===== src/rtl/alu_seq.sv =====
// Registered ALU with valid/ready handshakes on both sides.
// Single-cycle logic/arith/shift ops plus a WIDTH-iteration shift-add multiply.
module alu_seq #(
    parameter int unsigned WIDTH = 32,
    parameter int unsigned SHW   = 5
) (
    input  logic             clk,
    input  logic             reset_n,
    input  logic             in_valid,
    output logic             in_ready,
    input  logic [WIDTH-1:0] a,
    input  logic [WIDTH-1:0] b,
    input  logic [3:0]       op,
    output logic             out_valid,
    input  logic             out_ready,
    output logic [WIDTH-1:0] result,
    output logic             c,
    output logic             n,
    output logic             z,
    output logic             v
);

    localparam logic [3:0]     OpMul    = 4'b1011;
    localparam logic [SHW:0]   LastIter = (SHW + 1)'(WIDTH - 1);

    typedef enum logic [1:0] {StIdle, StMul, StDone} state_e;

    state_e             state_q;
    logic [WIDTH-1:0]   mcand_q;
    logic [WIDTH-1:0]   mplier_q;
    logic [WIDTH-1:0]   acc_q;
    logic [SHW:0]       cnt_q;

    logic               accept;
    logic [WIDTH-1:0]   acc_next;
    logic [WIDTH:0]     add_ext;
    logic [WIDTH:0]     sub_ext;
    logic [SHW-1:0]     sh;
    logic [WIDTH-1:0]   alu_res;
    logic               alu_c;
    logic               alu_v;

    always_comb begin
        unique case (state_q)
            StIdle:  in_ready = 1'b1;
            StDone:  in_ready = out_ready;
            default: in_ready = 1'b0;
        endcase
    end

    assign out_valid = (state_q == StDone);
    assign accept    = in_valid && in_ready;
    assign acc_next  = mplier_q[0] ? (acc_q + mcand_q) : acc_q;

    assign sh      = b[SHW-1:0];
    assign add_ext = {1'b0, a} + {1'b0, b};
    assign sub_ext = {1'b0, a} + {1'b0, ~b} + {{WIDTH{1'b0}}, 1'b1};

    always_comb begin
        alu_res = '0;
        alu_c   = 1'b0;
        alu_v   = 1'b0;
        case (op)
            4'b0000: alu_res = ~a;
            4'b0001: alu_res = ~b;
            4'b0010: alu_res = a & b;
            4'b0011: alu_res = a | b;
            4'b0100: alu_res = a ^ b;
            4'b0101: alu_res = ~(a ^ b);
            4'b0110: begin
                alu_res = add_ext[WIDTH-1:0];
                alu_c   = add_ext[WIDTH];
                alu_v   = (a[WIDTH-1] == b[WIDTH-1]) && (alu_res[WIDTH-1] != a[WIDTH-1]);
            end
            4'b0111: begin
                alu_res = sub_ext[WIDTH-1:0];
                alu_c   = sub_ext[WIDTH];
                alu_v   = (a[WIDTH-1] != b[WIDTH-1]) && (alu_res[WIDTH-1] != a[WIDTH-1]);
            end
            4'b1000: alu_res = a << sh;
            4'b1001: alu_res = a >> sh;
            4'b1010: alu_res = $signed(a) >>> sh;
            default: alu_res = '0; // reserved codes; MUL never uses this path
        endcase
    end

    always_ff @(posedge clk or negedge reset_n) begin
        if (!reset_n) begin
            state_q  <= StIdle;
            result   <= '0;
            c        <= 1'b0;
            n        <= 1'b0;
            z        <= 1'b0;
            v        <= 1'b0;
            mcand_q  <= '0;
            mplier_q <= '0;
            acc_q    <= '0;
            cnt_q    <= '0;
        end else if (accept) begin
            if (op == OpMul) begin
                mcand_q  <= a;
                mplier_q <= b;
                acc_q    <= '0;
                cnt_q    <= '0;
                state_q  <= StMul;
            end else begin
                result  <= alu_res;
                c       <= alu_c;
                n       <= alu_res[WIDTH-1];
                z       <= (alu_res == '0);
                v       <= alu_v;
                state_q <= StDone;
            end
        end else if (state_q == StMul) begin
            acc_q    <= acc_next;
            mcand_q  <= mcand_q << 1;
            mplier_q <= mplier_q >> 1;
            cnt_q    <= cnt_q + 1'b1;
            // Final iteration publishes straight from the adder output
            if (cnt_q == LastIter) begin
                result  <= acc_next;
                c       <= 1'b0;
                n       <= acc_next[WIDTH-1];
                z       <= (acc_next == '0);
                v       <= 1'b0;
                state_q <= StDone;
            end
        end else if (state_q == StDone && out_ready) begin
            state_q <= StIdle;
        end
    end

endmodule


===== config.mk =====
export PLATFORM = sky130hd
export DESIGN_NAME = alu_seq
export DESIGN_NICKNAME = d
export VERILOG_FILES = /design/src/rtl/alu_seq.sv
export SDC_FILE = /design/constraint.sdc
export NUM_CORES = 1
export LEC_CHECK = 0
export BUFFER_PORTS_ARGS = -buffer_cell sky130_fd_sc_hd__buf_2
export CAP_MARGIN = 10
export CORE_MARGIN = 2
export CORE_UTILIZATION = 32
export CTS_BUF_LIST = sky130_fd_sc_hd__clkbuf_4 sky130_fd_sc_hd__clkbuf_8
export CTS_CLUSTER_DIAMETER = 100
export CTS_CLUSTER_SIZE = 12
export DETAILED_ROUTE_END_ITERATION = 6
export RECOVER_POWER = 25
export SLEW_MARGIN = 20
export SYNTH_ARGS = -nofsm -noshare
export SYNTH_HDL_FRONTEND = slang
export SYNTH_SLANG_ARGS = --single-unit

===== constraint.sdc =====
create_clock -name clk -period 3.09 [get_ports clk]
set_input_delay 0.927 -clock clk [delete_from_list [all_inputs] [get_ports clk]]
set_output_delay 0.927 -clock clk [all_outputs]
set_load 0.02 [all_outputs]

==> results of run 1 <==
[cell usage in the layout, fill, tap and decap left out, types with 24 or more instances in the layout]
master	count
sky130_fd_sc_hd__o21ai_0	157
sky130_fd_sc_hd__nand4_1	30
sky130_fd_sc_hd__buf_2	88
sky130_fd_sc_hd__a21oi_1	192
sky130_fd_sc_hd__nand2_1	306
sky130_fd_sc_hd__nor2b_1	24
sky130_fd_sc_hd__xnor2_1	34
sky130_fd_sc_hd__ha_1	107
sky130_fd_sc_hd__inv_1	97
sky130_fd_sc_hd__o221ai_1	32
sky130_fd_sc_hd__dfrtp_1	138
sky130_fd_sc_hd__o211ai_1	36
sky130_fd_sc_hd__nand3_1	48
sky130_fd_sc_hd__nor2_1	208
sky130_fd_sc_hd__buf_4	997
sky130_fd_sc_hd__mux4_2	51
sky130_fd_sc_hd__a21o_1	24
sky130_fd_sc_hd__o22ai_1	56
sky130_fd_sc_hd__mux2i_1	79
sky130_fd_sc_hd__nor3_1	36
sky130_fd_sc_hd__buf_12	32
sky130_fd_sc_hd__a21oi_2	26
sky130_fd_sc_hd__buf_6	57
[sequential cells by signal, indices dropped and copies added, names as in the netlist]
signal / count
acc_q: 32
mcand_q: 32
mplier_q: 32
result: 32
cnt_q: 6
state_q: 2
c: 1
v: 1
z: 1
[layout make-up]
| cell class | instances | area, um2 | share of cell area (%) |
|---|---|---|---|
| repair buffers | 1190 | 9430 | 30.60 |
| well taps | 765 | 957.2 | 3.106 |
| multi-input cells | 2027 | 15980 | 51.86 |
| clock inverters | 13 | 153.9 | 0.4994 |
| inverters | 134 | 551.8 | 1.790 |
| flip-flops and latches | 139 | 3480 | 11.29 |
| diodes | 3 | 7.507 | 0.02436 |
| clock buffers | 19 | 255.2 | 0.8282 |
[worst max-delay path by stage]
stage	startpoint	endpoint	slack, ns	cells past startpoint
CTS	a[0]	z$_DFFE_PN0P_	-0.84	18
finish	b[2]	z$_DFFE_PN0P_	-0.92	16
detailed placement	a[0]	z$_DFFE_PN0P_	-1.75	19
global placement	b[0]	z$_DFFE_PN0P_	-1.72	16
floorplan	b[1]	z$_DFFE_PN0P_	-1.01	16
global route	b[2]	z$_DFFE_PN0P_	-0.97	16
[power by group]
part           internal (mW)  total (mW)  switching, mW
clock                  0.767        1.73          0.967
combinational           4.98        11.1           6.07
sequential              2.54        3.09          0.550
[critical path, cell delays in order]
cell,delay [ns]
sky130_fd_sc_hd__buf_6,0.13
sky130_fd_sc_hd__buf_12,0.15
sky130_fd_sc_hd__buf_6,0.17
sky130_fd_sc_hd__buf_4,0.14
sky130_fd_sc_hd__mux4_2,0.51
sky130_fd_sc_hd__mux2i_2,0.30
sky130_fd_sc_hd__o22ai_1,0.14
sky130_fd_sc_hd__or3_1,0.36
sky130_fd_sc_hd__a221oi_2,0.28
sky130_fd_sc_hd__nand3_1,0.19
sky130_fd_sc_hd__nor4_4,0.21
sky130_fd_sc_hd__buf_4,0.15
sky130_fd_sc_hd__nand4_1,0.19
sky130_fd_sc_hd__nor4_4,0.38
sky130_fd_sc_hd__nand4_1,0.15
sky130_fd_sc_hd__nand3_1,0.10
[kinds of logic after synthesis]
family	after synthesis	synth area share, %
fa+ha+maj	138	9.351
flops	139	18.59
simple gates	810	19.99
mux	161	12.20
xor+xnor	58	2.716
buf+inv	322	7.137
compound gates	860	30.02
[per-stage QoR]
step | cells | power (mW) | hold WS [ns]
after floorplan | 2488 | 7.958 | 0.4485
after detailed placement | 4178 | 12.97 | 0.4715
after global placement | 4178 | 12.81 | 0.4651
after CTS | 4254 | 15.34 | 0.2693
after global routing | 4287 | 16.82 | 0.5163
final | 4290 | 15.87 | 0.4928
[timing repair]
| action | in CTS | in global routing |
|---|---|---|
| setup endpoints to repair | 43 | 43 |
| pin swaps | 80 | 97 |
| buffers inserted | 52 | 46 |
| cloned | 2 | 0 |
| resized for setup | 271 | 179 |
[routing by layer]
layer / GRT usage (%) / wire length [um]
met1: 47.89 / 48240
met2: 60.39 / 51730
met3: 5.686 / 7462
met4: 17.63 / 6375
met5: 0 / 0
==> insert_results.sql, run 1 <==
INSERT INTO impl_metrics (metric_group, metric, value, unit) VALUES
('layout', 'fillerInstances', '5559', ''),
('yosys', 'postSynth.asyncResetShare', '100.0', '%'),
('layout', 'nets', '3719', ''),
('yosys', 'synthFlopType', 'sky130_fd_sc_hd__dfrtp_1', ''),
('cts', 'clock_latency', '0.59', 'ns'),
('hold_path', 'worstHoldPathCells', '2', ''),
('placed_design', 'port_buffers', '109', ''),
('placed_design', 'gp_congestion', '1.031', ''),
('cts', 'cts.hold.buffers_added', '0', ''),
('job', 'max_cap_violations', '1', ''),
('floorplanning', 'initial_cell_density_of_the_core', '32.42', '%'),
('yosys', 'yosys.cell_count.top_type', 'sky130_fd_sc_hd__nand2_1', ''),
('pwr', 'p_leak', '14.11', 'nW'),
('floorplanning', 'io_pins', '110', ''),
('status', 'run_status', 'finished with violations', ''),
('route', 'wire_per_inst', '26.53', 'um'),
('route', 'ant_nets', '0', ''),
('critical_path', 'worstSetupEndpointType', 'register', ''),
('floorplanning', 'die_area', '60410', 'um2'),
('layout', 'area_overhead_of_the_layout_relative_to_synthesis', '64.74', '%'),
('timing', 'hold_violations', '0', ''),
('global_routing', 'first_global_vias', '24610', ''),
('route', 'drt_pass1_iterations', '6', ''),
('floorplanning', 'core_region_area', '57700', 'um2'),
('yosys', 'sequential_area_share_after_synthesis', '18.59', '%'),
('timing', 'fin_setup_tns', '-7.957', 'ns'),
('critical_path', 'timing.rr.start', 'mcand_q[0]$_DFFE_PN0P_', ''),
('cts', 'cts.sink_count', '139', ''),
('timing', 'worst_slew_margin_rel', '-4.133', '%'),
('route', 'viasPerCell', '5.789', ''),
('cts', 'numCtsBuffers', '17', ''),
('timing', 'timing_max_transition_violations_final', '48', ''),
('hold_path', 'worst_hold_endpoint', 'result[16]$_DFFE_PN0P_', ''),
('layout', 'final_layout_size_suffix_gt1_share', '45.94', '%'),
('cts', 'cts-root-to-sink-buffers', '2', ''),
('yosys', 'post_synth_inst_count', '2488', ''),
('critical_path', 'critical_path_type', 'input pin to register', ''),
('yosys', 'syn-cell-area', '18710', 'um2'),
('pwr', 'power_density', '515.1', 'nW/um2'),
('yosys', 'synth-edff-count', '0', ''),
('timing', 'min_period_over_period', '129.7', '%'),
('critical_path', 'rr_endpoint', 'z$_DFFE_PN0P_', ''),
('global_routing', 'globalRouteOverflowTotal', '0', ''),
('cts', 'path_clk_slew', '0.11', 'ns'),
('timing', 'fmax', '249.5', 'MHz'),
('route', 'drc_violations', '0', ''),
('yosys', 'synth.avg_cell_area', '7.519', 'um2'),
('critical_path', 'reg2reg_setup_slack', '-0.73', 'ns'),
('timing', 'finalSetupViolations', '32', ''),
('yosys', 'yosys_register_bits', '139', ''),
('status', 'violations', 'capacitance limit, slew limit, setup timing', ''),
('pwr', 'peakVddDrop', '0.6739', 'mV'),
('placed_design', 'post-dp-hpwl', '92500', 'um'),
('timing', 'worst_slack', '-0.9182', 'ns'),
('placed_design', 'dpl-instance-area', '27680', 'um2'),
('route', 'vias_post_dr', '24840', ''),
('global_routing', 'wire_length_of_the_first_global_routing_pass', '164100', 'um'),
('route', 'drtIter0Drc', '2138', ''),
('floorplanning', 'die_height', '245.8', 'um'),
('yosys', 'synth_common_cells', 'sky130_fd_sc_hd__nand2_1 (309), sky130_fd_sc_hd__a21oi_1 (227), sky130_fd_sc_hd__nor2_1 (223), sky130_fd_sc_hd__o21ai_0 (188), sky130_fd_sc_hd__dfrtp_1 (139)', ''),
('yosys', 'syn_nets', '2698', ''),
('critical_path', 'crit_path_max_fanout', '7', ''),
('floorplanning', 'die-width', '245.8', 'um'),
('timing', 'timing.final.crit_period', '4.008', 'ns'),
('critical_path', 'worstRegToRegCells', '16', ''),
('global_routing', 'groute.usage.overall', '37.06', '%'),
('yosys', 'synth_warnings', '0', ''),
('critical_path', 'cp.required', '3.57', 'ns'),
('yosys', 'yosys-top-cells-area', 'sky130_fd_sc_hd__dfrtp_1 (19%), sky130_fd_sc_hd__ha_1 (9.0%), sky130_fd_sc_hd__nand2_1 (6.2%)', ''),
('timing', 'finClkSkew', '0.04891', 'ns'),
('layout', 'postLayoutCellArea', '30820', 'um2');
(Power assumes the default switching activity.)
==> inputs of run 2 (changes only) <==
--- a/config.mk
+++ b/config.mk
@@ -13,6 +13,7 @@
 export CTS_CLUSTER_DIAMETER = 100
 export CTS_CLUSTER_SIZE = 12
 export DETAILED_ROUTE_END_ITERATION = 6
+export PLACE_DENSITY = 0.58
 export RECOVER_POWER = 25
 export SLEW_MARGIN = 20
 export SYNTH_ARGS = -nofsm -noshare
==> insert_results.sql, run 2 (synthesized netlist as in run 1, its figures left out) <==
INSERT INTO impl_metrics (metric_group, metric, value, unit) VALUES
('layout', 'layout.cells.most_common_list', 'sky130_fd_sc_hd__buf_4 (992), sky130_fd_sc_hd__nand2_1 (307), sky130_fd_sc_hd__nor2_1 (203), sky130_fd_sc_hd__a21oi_1 (192), sky130_fd_sc_hd__o21ai_0 (156)', ''),
('layout', 'layout.cells.most_common', 'sky130_fd_sc_hd__buf_4', ''),
('timing', 'fmax', '245.0', 'MHz'),
('cts', 'tritoncts', 'done', ''),
('floorplanning', 'io_pins', '110', ''),
('critical_path', 'timing.critical_path.arrival', '4.57', 'ns'),
('timing', 'timing_max_transition_violations_final', '32', ''),
('layout', 'final_layout_size_suffix_gt1_share', '45.60', '%'),
('layout', 'nets', '3708', ''),
('critical_path', 'worstSetupEndpointType', 'register', ''),
('timing', 'hold_violations', '0', ''),
('timing', 'finClkSkew', '0.03538', 'ns'),
('critical_path', 'critical_path_type', 'input pin to register', ''),
('placed_design', 'numPlacedInstances', '4173', ''),
('route', 'drt_pass1_iterations', '7', ''),
('hold_path', 'worst_min_path_start', 'mplier_q[13]$_DFFE_PN0P_', ''),
('floorplanning', 'die_height', '245.8', 'um'),
('floorplanning', 'die-width', '245.8', 'um'),
('cts', 'numCtsBuffers', '17', ''),
('status', 'violations', 'slew limit, setup timing', ''),
('route', 'vias_post_dr', '24860', ''),
('route', 'detail_route.wirelength', '116600', 'um'),
('hold_path', 'worst_hold_endpoint', 'mplier_q[13]$_DFFE_PN0P_', ''),
('layout', 'area_overhead_of_the_layout_relative_to_synthesis', '63.65', '%'),
('critical_path', 'reg2reg_setup_slack', '-0.70', 'ns'),
('timing', 'worst_slew_margin_rel', '-0.5056', '%'),
('global_routing', 'globalRouteOverflowTotal', '0', ''),
('route', 'wire_per_inst', '27.24', 'um'),
('global_routing', 'grt_max_degree', '89', ''),
('route', 'drc_violations', '0', ''),
('global_routing', 'groute.usage.overall', '37.77', '%'),
('floorplanning', 'core_region_area', '57700', 'um2'),
('cts', 'cts.hold.buffers_added', '0', ''),
('floorplanning', 'die_area', '60410', 'um2'),
('cts', 'clock_tree.htree_level_count', '4', ''),
('cts', 'cts.sink_count', '139', ''),
('critical_path', 'cp.required', '3.58', 'ns'),
('critical_path', 'crit_path_max_fanout', '6', ''),
('pwr', 'report.power.total', '15.85', 'mW'),
('pwr', 'p_leak', '14.03', 'nW'),
('timing', 'timing.final.crit_period', '4.082', 'ns'),
('route', 'ant_nets', '0', ''),
('cts', 'clock_latency', '0.58', 'ns'),
('timing', 'worst_slack', '-0.9915', 'ns'),
('route', 'drtIter0Drc', '2204', ''),
('pwr', 'peakVddDrop', '0.6704', 'mV'),
('placed_design', 'post-dp-hpwl', '95990', 'um'),
('critical_path', 'timing.rr.start', 'mcand_q[0]$_DFFE_PN0P_', ''),
('job', 'max_cap_violations', '0', ''),
('critical_path', 'worstRegToRegCells', '15', ''),
('hold_path', 'holdCritPathClass', 'register to register', ''),
('timing', 'min_period_over_period', '132.1', '%'),
('global_routing', 'wire_length_of_the_first_global_routing_pass', '166200', 'um'),
('cts', 'cts-root-to-sink-buffers', '2', ''),
('cts', 'path_clk_slew', '0.11', 'ns'),
('floorplanning', 'cell_row_count', '88', ''),
('timing', 'grt_setup_unrepaired', 'true', ''),
('timing', 'finalSetupViolations', '29', ''),
('placed_design', 'gp_congestion', '1.027', ''),
('global_routing', 'first_global_vias', '24410', ''),
('pwr', 'power_density', '517.7', 'nW/um2'),
('route', 'viasPerCell', '5.812', ''),
('placed_design', 'port_buffers', '109', ''),
('layout', 'instances_no_fill', '4278', ''),
('hold_path', 'worstHoldPathCells', '2', ''),
('floorplanning', 'initial_cell_density_of_the_core', '32.42', '%'),
('cts', 'clock_root_buffer', 'sky130_fd_sc_hd__clkbuf_8', ''),
('critical_path', 'cp-start-kind', 'input pin', ''),
('status', 'run_status', 'finished with violations', ''),
('global_routing', 'antenna_violations_before_repair', '4', ''),
('critical_path', 'rr_endpoint', 'z$_DFFE_PN0P_', ''),
('timing', 'fin_setup_tns', '-8.087', 'ns'),
('timing', 'timing_worst_slew_pin_value', '1.508', 'ns'),
('timing', 'worst_hold_slack', '0.4909', 'ns');
[run 2: final cells by class]
cell class	instances	area, um2
fill	5586	27080
timing repair buffer	1179	9309
tap	765	957.2
clock buffer	17	234.0
antenna	2	5.005
inverter	134	536.8
sequential	139	3480
clock inverter	15	173.9
multi-input combinational	2027	15920
[run 2: worst max path at each step]
stage | startpoint | to | slack (ns) | cells past startpoint
3_3_place_gp | b[0] | z$_DFFE_PN0P_ | -1.83 | 19
3_5_place_dp | b[0] | z$_DFFE_PN0P_ | -1.81 | 17
2_1_floorplan | b[1] | z$_DFFE_PN0P_ | -1.01 | 16
4_1_cts | a[0] | z$_DFFE_PN0P_ | -0.83 | 18
6_report | b[1] | z$_DFFE_PN0P_ | -0.99 | 16
5_1_grt | b[1] | z$_DFFE_PN0P_ | -1.07 | 16
[run 2: worst max-delay path, stage by stage]
cell	delay, ns
sky130_fd_sc_hd__buf_12	0.13
sky130_fd_sc_hd__clkinv_8	0.07
sky130_fd_sc_hd__ha_4	0.28
sky130_fd_sc_hd__a21o_1	0.17
sky130_fd_sc_hd__and4_4	0.24
sky130_fd_sc_hd__o211ai_1	0.09
sky130_fd_sc_hd__buf_4	0.16
sky130_fd_sc_hd__a211oi_4	0.41
sky130_fd_sc_hd__o21ai_2	0.16
sky130_fd_sc_hd__o311ai_2	0.25
sky130_fd_sc_hd__o21ai_2	0.09
sky130_fd_sc_hd__a221o_1	0.41
sky130_fd_sc_hd__or4_4	0.58
sky130_fd_sc_hd__nor4_4	0.36
sky130_fd_sc_hd__nand4_1	0.15
sky130_fd_sc_hd__nand3_1	0.09
[run 2: stage by stage]
stage	util (%)	instance area [um2]	worst slack, ns
final	53.06	30610	-0.9915
after global routing	53.05	30610	-1.070
after global placement	47.97	27680	-1.827
after detailed placement	47.97	27680	-1.814
after floorplan	-	19240	-1.012
after CTS	51.23	29560	-0.8348
[run 2: power breakdown]
part	total (mW)	internal [mW]	switching (mW)
clock	1.73	0.686	1.04
combinational	11.0	4.97	6.06
sequential	3.09	2.54	0.555
total	15.8	8.19	7.66
[run 2: what timing repair did]
action | in CTS | in global routing
setup endpoints to repair | 44 | 39
gates resized for setup | 249 | 158
pin swaps | 87 | 82
buffers inserted | 46 | 44
gates cloned | 0 | 3
[run 2: per-layer routing]
metal	up-vias	wire [um]	GRT usage, %
met5	-	25	0
met4	4	6645	18.86
met3	249	8397	6.013
met1	12180	49240	49.21
li1	11310	-	-
met2	1117	52250	60.44
==> inputs of run 3 (changes only) <==
--- a/config.mk
+++ b/config.mk
@@ -7,7 +7,6 @@
 export LEC_CHECK = 0
 export BUFFER_PORTS_ARGS = -buffer_cell sky130_fd_sc_hd__buf_2
 export CAP_MARGIN = 10
-export CORE_MARGIN = 2
 export CORE_UTILIZATION = 32
 export CTS_BUF_LIST = sky130_fd_sc_hd__clkbuf_4 sky130_fd_sc_hd__clkbuf_8
 export CTS_CLUSTER_DIAMETER = 100
==> insert_results.sql, run 3 (synthesized netlist as in run 1, its figures left out) <==
INSERT INTO impl_metrics (metric_group, metric, value, unit) VALUES
('placed_design', 'port_buffers', '109', ''),
('floorplanning', 'initial_cell_density_of_the_core', '32.42', '%'),
('status', 'run_status', 'finished with violations', ''),
('floorplanning', 'die_height', '243.8', 'um'),
('floorplanning', 'core_region_area', '57700', 'um2'),
('timing', 'finalSetupViolations', '24', ''),
('timing', 'finClkSkew', '0.05260', 'ns'),
('route', 'vias_post_dr', '24790', ''),
('timing', 'worst_slack', '-0.8550', 'ns'),
('global_routing', 'first_global_vias', '24700', ''),
('cts', 'cts-root-to-sink-buffers', '2', ''),
('global_routing', 'global_route.usage.met3', '6.235', '%'),
('floorplanning', 'io_pins', '110', ''),
('critical_path', 'cp-start-kind', 'input pin', ''),
('pwr', 'share_comb_of_total_power', '69.8', '%'),
('layout', 'final_layout_size_suffix_gt1_share', '45.71', '%'),
('route', 'detail_route.wirelength', '115100', 'um'),
('global_routing', 'busiest_grt_layer', 'met2', ''),
('route', 'wire_per_inst', '26.89', 'um'),
('floorplanning', 'die-width', '243.8', 'um'),
('route', 'drt_pass1_iterations', '5', ''),
('route', 'drc_violations', '0', ''),
('pwr', 'power_density', '520.8', 'nW/um2'),
('pwr', 'p_leak', '14.02', 'nW'),
('global_routing', 'use_met1', '49.76', '%'),
('global_routing', 'groute.usage.overall', '38.12', '%'),
('pwr', 'p_clk_share', '10.7', '%'),
('timing', 'grt_setup_unrepaired', 'true', ''),
('global_routing', 'wire_length_of_the_first_global_routing_pass', '166200', 'um'),
('layout', 'nets', '3713', ''),
('critical_path', 'worstSetupEndpointType', 'register', ''),
('pwr', 'seqPwrFrac', '19.5', '%'),
('timing', 'timing_max_transition_violations_final', '0', ''),
('route', 'drtIter0Drc', '2396', ''),
('timing', 'min_period_over_period', '127.7', '%'),
('timing', 'hold_violations', '0', ''),
('floorplanning', 'die_area', '59430', 'um2'),
('critical_path', 'cp.buffers_inverters', '6', ''),
('critical_path', 'timing.critical_path.arrival', '4.43', 'ns'),
('cts', 'clock_root_buffer', 'sky130_fd_sc_hd__clkbuf_8', ''),
('timing', 'fin_setup_tns', '-7.280', 'ns'),
('placed_design', 'place_ws', '-1.738', 'ns'),
('pwr', 'netSwitchingFraction', '47.73', '%'),
('timing', 'timing.final.crit_period', '3.945', 'ns'),
('layout', 'layout.cells.most_common_list', 'sky130_fd_sc_hd__buf_4 (1012), sky130_fd_sc_hd__nand2_1 (306), sky130_fd_sc_hd__nor2_1 (203), sky130_fd_sc_hd__a21oi_1 (189), sky130_fd_sc_hd__o21ai_0 (156)', ''),
('cts', 'clock_latency', '0.60', 'ns'),
('layout', 'area_overhead_of_the_layout_relative_to_synthesis', '63.43', '%'),
('layout', 'layout.cells.most_common', 'sky130_fd_sc_hd__buf_4', ''),
('critical_path', 'critical-path-slowest-cell', 'sky130_fd_sc_hd__fa_2', ''),
('pwr', 'net-switching-power', '7.599', 'mW'),
('critical_path', 'critical_path_type', 'input pin to register', ''),
('pwr', 'peakVddDrop', '0.7173', 'mV'),
('cts', 'tritoncts', 'done', ''),
('global_routing', 'antenna_violations_before_repair', '8', ''),
('placed_design', 'gp_congestion', '1.029', ''),
('critical_path', 'crit_path_max_fanout', '6', ''),
('hold_path', 'holdCritPathClass', 'register to register', ''),
('placed_design', 'dpl-instance-area', '27810', 'um2'),
('cts', 'cts.hold.buffers_added', '0', ''),
('layout', 'final_util', '52.99', '%'),
('layout', 'postLayoutCellArea', '30570', 'um2'),
('floorplanning', 'cell_row_count', '88', ''),
('timing', 'fmax', '253.5', 'MHz'),
('pwr', 'internal_power', '8.323', 'mW'),
('route', 'viasPerCell', '5.790', ''),
('critical_path', 'timing.critical_path.slowest_cell_delay', '0.38', 'ns'),
('cts', 'cts.sink_count', '139', ''),
('job', 'max_cap_violations', '0', ''),
('global_routing', 'globalRouteOverflowTotal', '0', ''),
('cts', 'clock_tree.htree_level_count', '4', ''),
('global_routing', 'gr-usage-met2', '60.63', '%'),
('cts', 'numCtsBuffers', '17', ''),
('layout', 'antenna-diode-count', '0', ''),
('global_routing', 'grt_max_degree', '88', ''),
('critical_path', 'timing.critical_path.max_delay_family', 'simple AND/OR/NAND/NOR gates', ''),
('route', 'ant_nets', '0', ''),
('cts', 'path_clk_slew', '0.09', 'ns'),
('timing', 'worst_slew_margin_rel', '5.513', '%'),
('placed_design', 'post-dp-hpwl', '95790', 'um'),
('layout', 'fillerInstances', '5640', ''),
('critical_path', 'critical_path.cell_chain', 'buf_8, buf_12, buf_6, ha_4, inv_4, fa_2, nand2b_4, a211oi_2, buf_4, o21ai_4, buf_6, nand2b_4, a221oi_2, xnor2_1, a211oi_2, nor4bb_1, nand4_1, nor4_4, nand4_1, nand3_1', ''),
('status', 'violations', 'setup timing', ''),
('timing', 'timing_worst_slew_pin_value', '1.417', 'ns'),
('critical_path', 'cp.required', '3.57', 'ns');
## run 3: cell types whose count changed in the layout (fill, tap and decap cells not counted), sizes merged, moves of 2 or more
cell / previous run / this run
buf: 1171 / 1177
inv: 136 / 130
clkbuf: 24 / 27
clkinvlp: 1 / 3
diode: 2 / 0
## run 3: worst register-to-register path, cell delays in order, from the launching register on
cell and delay [ns]:
sky130_fd_sc_hd__dfrtp_1 0.39, sky130_fd_sc_hd__ha_2 0.20, sky130_fd_sc_hd__fa_2 0.38, sky130_fd_sc_hd__a21o_1 0.20
sky130_fd_sc_hd__a221oi_2 0.21, sky130_fd_sc_hd__buf_4 0.19, sky130_fd_sc_hd__o21ai_0 0.12, sky130_fd_sc_hd__xor2_1 0.17
sky130_fd_sc_hd__mux2_2 0.29, sky130_fd_sc_hd__nor4_2 0.26, sky130_fd_sc_hd__buf_4 0.16, sky130_fd_sc_hd__and4_4 0.24
sky130_fd_sc_hd__and4_1 0.19, sky130_fd_sc_hd__and4_1 0.22, sky130_fd_sc_hd__and4_1 0.22, sky130_fd_sc_hd__o2111ai_2 0.18
sky130_fd_sc_hd__nand3_1 0.13
## run 3: worst paths after layout
check                      slack [ns]                       end  cells past startpoint                      from
setup / recovery                -0.86             z$_DFFE_PN0P_                     20                      b[0]
hold / removal                   0.49  mplier_q[26]$_DFFE_PN0P_                      2  mplier_q[26]$_DFFE_PN0P_
setup reg to reg                -0.73             z$_DFFE_PN0P_                     16    mcand_q[0]$_DFFE_PN0P_
hold reg to reg                  0.49  mplier_q[26]$_DFFE_PN0P_                      2  mplier_q[26]$_DFFE_PN0P_
max in group asynchronous        1.18  mplier_q[10]$_DFFE_PN0P_                      2                   reset_n
min in group asynchronous        0.68    mcand_q[3]$_DFFE_PN0P_                      1                   reset_n
## run 3: layout make-up
| class | instances | area, um2 | share of cell area, % |
|---|---|---|---|
| Sequential cell | 139 | 3480 | 11.38 |
| Clock buffer | 20 | 269.0 | 0.8799 |
| Inverter | 134 | 539.3 | 1.764 |
| Timing Repair Buffer | 1184 | 9255 | 30.27 |
| Clock inverter | 12 | 138.9 | 0.4543 |
| Multi-Input combinational cell | 2027 | 15930 | 52.12 |
| Tap cell | 765 | 957.2 | 3.131 |
## run 3: stage by stage
stage          instances  total power [mW]  hold WS [ns]
6_report            4281             15.92        0.4897
5_1_grt             4281             16.94        0.5193
4_1_cts             4264             15.40        0.2853
3_5_place_dp        4194             13.06        0.4721
3_3_place_gp        4194             12.92        0.4628
2_1_floorplan       2488             7.958        0.4485
## run 3: power groups by stage
stage               sequential, mW  clock (mW)  combinational, mW
finish                        3.11        1.70               11.1
global route                  3.17        1.81               12.0
CTS                           3.08        1.73               10.6
detailed placement            3.11           0               9.95
global placement              3.08           0               9.84
floorplan                     3.19           0               4.77
## run 3: per-layer routing
metal | wire, um | share of wire [%]
met1 | 49320 | 43
met2 | 51390 | 45
met3 | 7742 | 6.7
met4 | 6568 | 5.7
met5 | 71 | 0.062
## run 3: timing repair
item	CTS	global route
setup endpoints to repair	44	39
pin swaps	95	87
setup buffers	43	32
gates cloned	1	1
resized for setup	268	143
